[src/rtl/cache_ctrl_fsm_if.sv]
// CPU and physical-memory handshake bundle for the L1 cache controller.
// Requests (mem_read/mem_write, pmem_read/pmem_write) are levels held until the matching one-cycle response pulse.
interface cache_ctrl_fsm_if;
  logic mem_read;
  logic mem_write;
  logic mem_resp;
  logic pmem_read;
  logic pmem_write;
  logic pmem_resp;

  // master: CPU plus physical memory; slave: the cache controller
  modport master (
    output mem_read, mem_write, pmem_resp,
    input  mem_resp, pmem_read, pmem_write
  );
  modport slave (
    input  mem_read, mem_write, pmem_resp,
    output mem_resp, pmem_read, pmem_write
  );
endinterface

[src/rtl/cache_ctrl_fsm.sv]
// Control FSM for the 2-way set-associative write-back L1 cache: hit, writeback,
// fill and retry sequencing plus saturating hit/miss counters.
module cache_ctrl_fsm #(
  parameter int CNT_W = 16
) (
  input  logic               clk,
  input  logic               rst,
  cache_ctrl_fsm_if.slave    bus,
  input  logic               hit,
  input  logic               hit_way,
  input  logic               lru_way,
  input  logic               victim_dirty,
  output logic               array_read,
  output logic [1:0]         tag_load,
  output logic [1:0]         valid_load,
  output logic [1:0]         dirty_load,
  output logic               dirty_in,
  output logic               lru_load,
  output logic               lru_in,
  output logic [1:0]         data_we,
  output logic               data_sel,
  output logic               addr_sel,
  output logic [CNT_W-1:0]   hit_cnt,
  output logic [CNT_W-1:0]   miss_cnt,
  output logic [2:0]         state_dbg
);

  typedef enum logic [2:0] {
    IDLE  = 3'd0,
    CHECK = 3'd1,
    WB    = 3'd2,
    FILL  = 3'd3,
    RETRY = 3'd4
  } state_t;

  localparam logic [CNT_W-1:0] CNT_ONE = CNT_W'(1);
  localparam logic [CNT_W-1:0] CNT_MAX = '1;

  state_t     state;
  state_t     state_nxt;
  logic       victim;
  logic       req;
  logic [1:0] hit_oh;
  logic [1:0] vic_oh;
  logic       mem_resp_c;
  logic       pmem_read_c;
  logic       pmem_write_c;

  assign req       = bus.mem_read | bus.mem_write;
  assign hit_oh    = {hit_way, ~hit_way};
  assign vic_oh    = {victim, ~victim};
  assign state_dbg = state;

  assign bus.mem_resp   = mem_resp_c;
  assign bus.pmem_read  = pmem_read_c;
  assign bus.pmem_write = pmem_write_c;

  // Victim way is captured on the miss decision so WB and FILL address the same way
  // even if the LRU array output moves afterwards.
  always_ff @(posedge clk) begin
    if (!rst) begin
      state    <= IDLE;
      victim   <= 1'b0;
      hit_cnt  <= '0;
      miss_cnt <= '0;
    end else begin
      state <= state_nxt;
      if (state == CHECK && !hit) victim <= lru_way;
      if (state == CHECK && hit && hit_cnt != CNT_MAX) hit_cnt <= hit_cnt + CNT_ONE;
      if (state == CHECK && !hit && miss_cnt != CNT_MAX) miss_cnt <= miss_cnt + CNT_ONE;
    end
  end

  always_comb begin
    state_nxt = state;
    case (state)
      IDLE:    if (req) state_nxt = CHECK;
      CHECK:   if (hit) state_nxt = IDLE;
               else if (victim_dirty) state_nxt = WB;
               else state_nxt = FILL;
      WB:      if (bus.pmem_resp) state_nxt = FILL;
      FILL:    if (bus.pmem_resp) state_nxt = RETRY;
      RETRY:   state_nxt = CHECK;
      default: state_nxt = IDLE;
    endcase
  end

  always_comb begin
    array_read   = 1'b0;
    tag_load     = 2'b00;
    valid_load   = 2'b00;
    dirty_load   = 2'b00;
    dirty_in     = 1'b0;
    lru_load     = 1'b0;
    lru_in       = 1'b0;
    data_we      = 2'b00;
    data_sel     = 1'b0;
    addr_sel     = 1'b0;
    mem_resp_c   = 1'b0;
    pmem_read_c  = 1'b0;
    pmem_write_c = 1'b0;
    case (state)
      IDLE:  array_read = req;
      CHECK: begin
        if (hit) begin
          mem_resp_c = 1'b1;
          lru_load   = 1'b1;
          lru_in     = ~hit_way;
          if (bus.mem_write) begin
            data_we    = hit_oh;
            dirty_load = hit_oh;
            dirty_in   = 1'b1;
          end
        end
      end
      WB: begin
        pmem_write_c = 1'b1;
        addr_sel     = 1'b1;
      end
      FILL: begin
        pmem_read_c = 1'b1;
        // Line, tag, valid and a clean dirty bit land together on the response cycle.
        if (bus.pmem_resp) begin
          data_we    = vic_oh;
          data_sel   = 1'b1;
          tag_load   = vic_oh;
          valid_load = vic_oh;
          dirty_load = vic_oh;
        end
      end
      RETRY:   array_read = 1'b1;
      default: ;
    endcase
  end

endmodule
[src/flat_wrapper.sv]
// flat-port wrapper written by rule: the top's interface ports become plain ports
module cache_ctrl_fsm_flat 
#(
  parameter int CNT_W = 16
)
  (clk, rst, hit, hit_way, lru_way, victim_dirty, array_read, tag_load, valid_load, dirty_load, dirty_in, lru_load, lru_in, data_we, data_sel, addr_sel, hit_cnt, miss_cnt, state_dbg, bus_mem_read, bus_mem_write, bus_pmem_resp, bus_mem_resp, bus_pmem_read, bus_pmem_write);
  cache_ctrl_fsm_if bus_i ();
  input  logic clk;
  input  logic rst;
  input  logic hit;
  input  logic hit_way;
  input  logic lru_way;
  input  logic victim_dirty;
  output logic array_read;
  output logic [1:0] tag_load;
  output logic [1:0] valid_load;
  output logic [1:0] dirty_load;
  output logic dirty_in;
  output logic lru_load;
  output logic lru_in;
  output logic [1:0] data_we;
  output logic data_sel;
  output logic addr_sel;
  output logic [CNT_W-1:0] hit_cnt;
  output logic [CNT_W-1:0] miss_cnt;
  output logic [2:0] state_dbg;
  input wire logic [$bits(bus_i.mem_read)-1:0] bus_mem_read;
  input wire logic [$bits(bus_i.mem_write)-1:0] bus_mem_write;
  input wire logic [$bits(bus_i.pmem_resp)-1:0] bus_pmem_resp;
  output wire logic [$bits(bus_i.mem_resp)-1:0] bus_mem_resp;
  output wire logic [$bits(bus_i.pmem_read)-1:0] bus_pmem_read;
  output wire logic [$bits(bus_i.pmem_write)-1:0] bus_pmem_write;
  assign bus_i.mem_read = bus_mem_read;
  assign bus_i.mem_write = bus_mem_write;
  assign bus_i.pmem_resp = bus_pmem_resp;
  assign bus_mem_resp = bus_i.mem_resp;
  assign bus_pmem_read = bus_i.pmem_read;
  assign bus_pmem_write = bus_i.pmem_write;
  cache_ctrl_fsm #(.CNT_W(CNT_W)) u_core (.clk(clk), .rst(rst), .bus(bus_i), .hit(hit), .hit_way(hit_way), .lru_way(lru_way), .victim_dirty(victim_dirty), .array_read(array_read), .tag_load(tag_load), .valid_load(valid_load), .dirty_load(dirty_load), .dirty_in(dirty_in), .lru_load(lru_load), .lru_in(lru_in), .data_we(data_we), .data_sel(data_sel), .addr_sel(addr_sel), .hit_cnt(hit_cnt), .miss_cnt(miss_cnt), .state_dbg(state_dbg));
endmodule
[config.mk]
export PLATFORM = sky130hd
export DESIGN_NAME = cache_ctrl_fsm_flat
export DESIGN_NICKNAME = d
export VERILOG_FILES = /design/src/rtl/cache_ctrl_fsm_if.sv /design/src/rtl/cache_ctrl_fsm.sv /design/src/flat_wrapper.sv
export SDC_FILE = /design/constraint.sdc
export NUM_CORES = 1
export LEC_CHECK = 0
export CORE_ASPECT_RATIO = 0.75
export CORE_UTILIZATION = 50
export CTS_CLUSTER_DIAMETER = 150
export DETAILED_ROUTE_END_ITERATION = 10
export PLACE_DENSITY = 0.9
export SLEW_MARGIN = 20
export SYNTH_ARGS = -nofsm -noshare
export SYNTH_HDL_FRONTEND = slang
export SYNTH_SLANG_ARGS = --single-unit
[constraint.sdc]
create_clock -name clk -period 6.7 [get_ports clk]
set_input_delay 1.005 -clock clk [delete_from_list [all_inputs] [get_ports clk]]
set_output_delay 1.005 -clock clk [all_outputs]
set_load 0.01 [all_outputs]
==> out/metrics.cfg <==
[run_status]
status = complete, no violations

[logic_synthesis]
yosys.area.top_type_share_pct = 36.9
synth_cell_type_count = 40
syn-mean-instance-area_um2 = 8.15
ys_warn_count = 0
synth_cells = 240
synth_area_leader_cell = dfxtp_1
synth_area_um2 = 1960
synth-seq-cells = 36
synthesis.nets = 251
synth_edf_count = 0
synth-seq-area-share_pct = 36.9
async_reset_ff_share_pct = 0
synthTopCellsByArea = dfxtp_1 (37%), or4_1 (6.1%), a21oi_1 (5.9%)
synth_top_flop_cell = dfxtp_1

[route]
drtAntennaViolNets = 0
vias = 2117
drt_iter0_drc = 201
via_per_inst = 6.12
drt-wirelength-per-cell_um = 15.0
drc = 0
first_pass_iters = 4
routed_wl_um = 5210

[layout]
fin_nets = 304
final_cell_mix = clkdlybuf4s50_1 (60), dfxtp_1 (36), a21oi_1 (23), nand2_1 (22), or4_1 (16)
final_common_cell = clkdlybuf4s50_1
stdcell_area_um2 = 2660
stdcell_count = 346
drive_above_1_share_pct = 4.08
antenna_cells = 0
area_growth_pct = 36.1

[timing]
rsz0062_at_grt = false
min_period_ns = 4.27
layout_setup_ws_ns = 2.43
slew_viol_final = 0
fin_crit_sh_pct = 63.8
timing.setup.tns_ns = 0
maxSlewHeadroom_pct = 37.0
hold_violations = 0
worstMarginPinSlew_ns = 0.943
clock_skew_ns = 0.0109
max_freq_mhz = 234
setup_viol = 0

[critical_path]
arrival_ns = 3.27
required_ns = 5.69
startpoint_type = primary input
crit_path_top_delay_cell = clkdlybuf4s50_1
r2r_cells = 4
worst_path_most_repeated_cell = clkdlybuf4s50_1
endpoint_kind = primary output
rr_endpoint = u_core.miss_cnt[13]$_SDFFE_PN0P_
critical_path_class = in -> out
crit_chain = clkdlybuf4s50_1, nand4bb_1, clkinv_1, nand2_1, o22ai_1, clkdlybuf4s50_1
r2r_slack_ns = 4.23
r2r-start = u_core.state_dbg[0]$_SDFFE_PN0P_
critPathMaxStageDelay_ns = 0.57
crit_fanout = 14

[die]
fp.dieH_um = 56.2
rows = 19
die-area_um2 = 4170
io_pins = 61
initial_core_util_pct = 52.7
core_area_um2 = 3710
dieWidth_um = 74.2

[clocking]
clock_latency_ns = 0.29
cts-buffers-inserted = 5
cts_tree = yes
cts_buffer_depth = 2
clk_pin_slew_ns = 0.08
clockRootBuffer = clkbuf_8
ctsHoldBuffers = 0
clkSinkCount = 36
cts_resized = 0
cts_setup_buffers = 0
htree_levels = 2

[run]
max-cap-violations = 0

[min_path]
hold_path.class = reg -> reg
hold_depth = 1
worstHoldStart = u_core.miss_cnt[15]$_SDFFE_PN0P_
min_to = u_core.miss_cnt[15]$_SDFFE_PN0P_

[grt]
grt.overflow.total = 0
grtUsageTotal_pct = 26.0
grt_max_degree = 30
antenna_found_initial = 0
grt_pass1_wl_um = 8450
grt_pass1_vias = 1877

[place]
placed_area_um2 = 2550
dp_hpwl_um = 3530
place_ws_ns = 2.45
placedCellCount = 338
gp_congestion = 0.850
portBuffers = 60

[power]
vdd_drop_max_mv = 0.123
p_per_area_nw_per_um2 = 176
leakage_nw = 0.849
p_total_w = 0.000468

[area by class of cell]
type                            instances  area, µm²
Inverter                               10       37.5
Clock buffer                            6       72.6
Clock inverter                          2       35.0
Timing Repair Buffer                   61        608
Fill cell                             297       1050
Multi-Input combinational cell        179       1120
Tap cell                               52       65.1
Sequential cell                        36        721
[kinds of logic (layout without fill, tap and decap cells)]
logic type      count (synthesis)  after routing  synth area share, %
compound gates                 57             57                 18.6
simple gates                  112            112                 33.2
flops                          36             36                 36.9
buf+inv                        25             79                 6.01
fa+ha+maj                       2              2                 1.28
xor+xnor                        1              1                0.448
mux                             7              7                 3.58
[report_power, final]
| group | switching (W) | internal, W | total (W) |
|---|---|---|---|
| combinational | 0.0000243 | 0.0000260 | 0.0000504 |
| clock | 0.0000824 | 0.000111 | 0.000193 |
| sequential | 0.00000714 | 0.000217 | 0.000224 |
[per-layer routing]
metal | global-route usage (%) | part of all wire, % | routed length, µm
met1 | 36.9 | 46 | 2410
met2 | 39.0 | 44 | 2320
met3 | 5.25 | 7.9 | 413
met4 | 8.89 | 1.3 | 68
met5 | 0 | 0 | 0
[cells in the mapped netlist, types with 2 or more instances]
library cell   n
nor2_1        10
or3_1          6
nand4_1       11
or4_1         16
nand2b_1       4
buf_4          6
o21ai_0        9
and2_1         2
and3_1         6
nor4b_1        3
ha_1           2
o211a_1        2
mux2i_1        7
clkbuf_1       8
and4_1         2
a21oi_1       23
nor3_1         8
o31ai_1       14
inv_1          9
nand2_1       22
dfxtp_1       36
nand3_1       10
nor4_1         7
[worst max path at each step]
stage / from / end / cells after the start
after floorplan: hit / dirty_load[1] / 6
after global placement: hit / data_we[0] / 6
after detailed placement: hit / data_we[0] / 6
after CTS: hit / data_we[0] / 6
after global routing: hit / dirty_load[0] / 6
final: hit / data_we[0] / 6
[critical path: cells and delay by family]
family / cells / cell delay, ns
buf+inv: 3 / 1.48
compound gates: 1 / 0.18
simple gates: 2 / 0.59
[through the flow]
stage	hold WS, ns	util (%)
after floorplan	0.498	-
after global placement	0.480	68.7
after detailed placement	0.490	68.7
after CTS	0.503	71.6
after global routing	0.526	71.8
final	0.504	71.8
[registers in the layout, summed over array words and instances, names as in the netlist]
register and flops:
u_core.hit_cnt 16, u_core.miss_cnt 16, u_core.state_dbg 3, u_core.victim 1
Note: power is estimated with default switching activity, not from simulation.
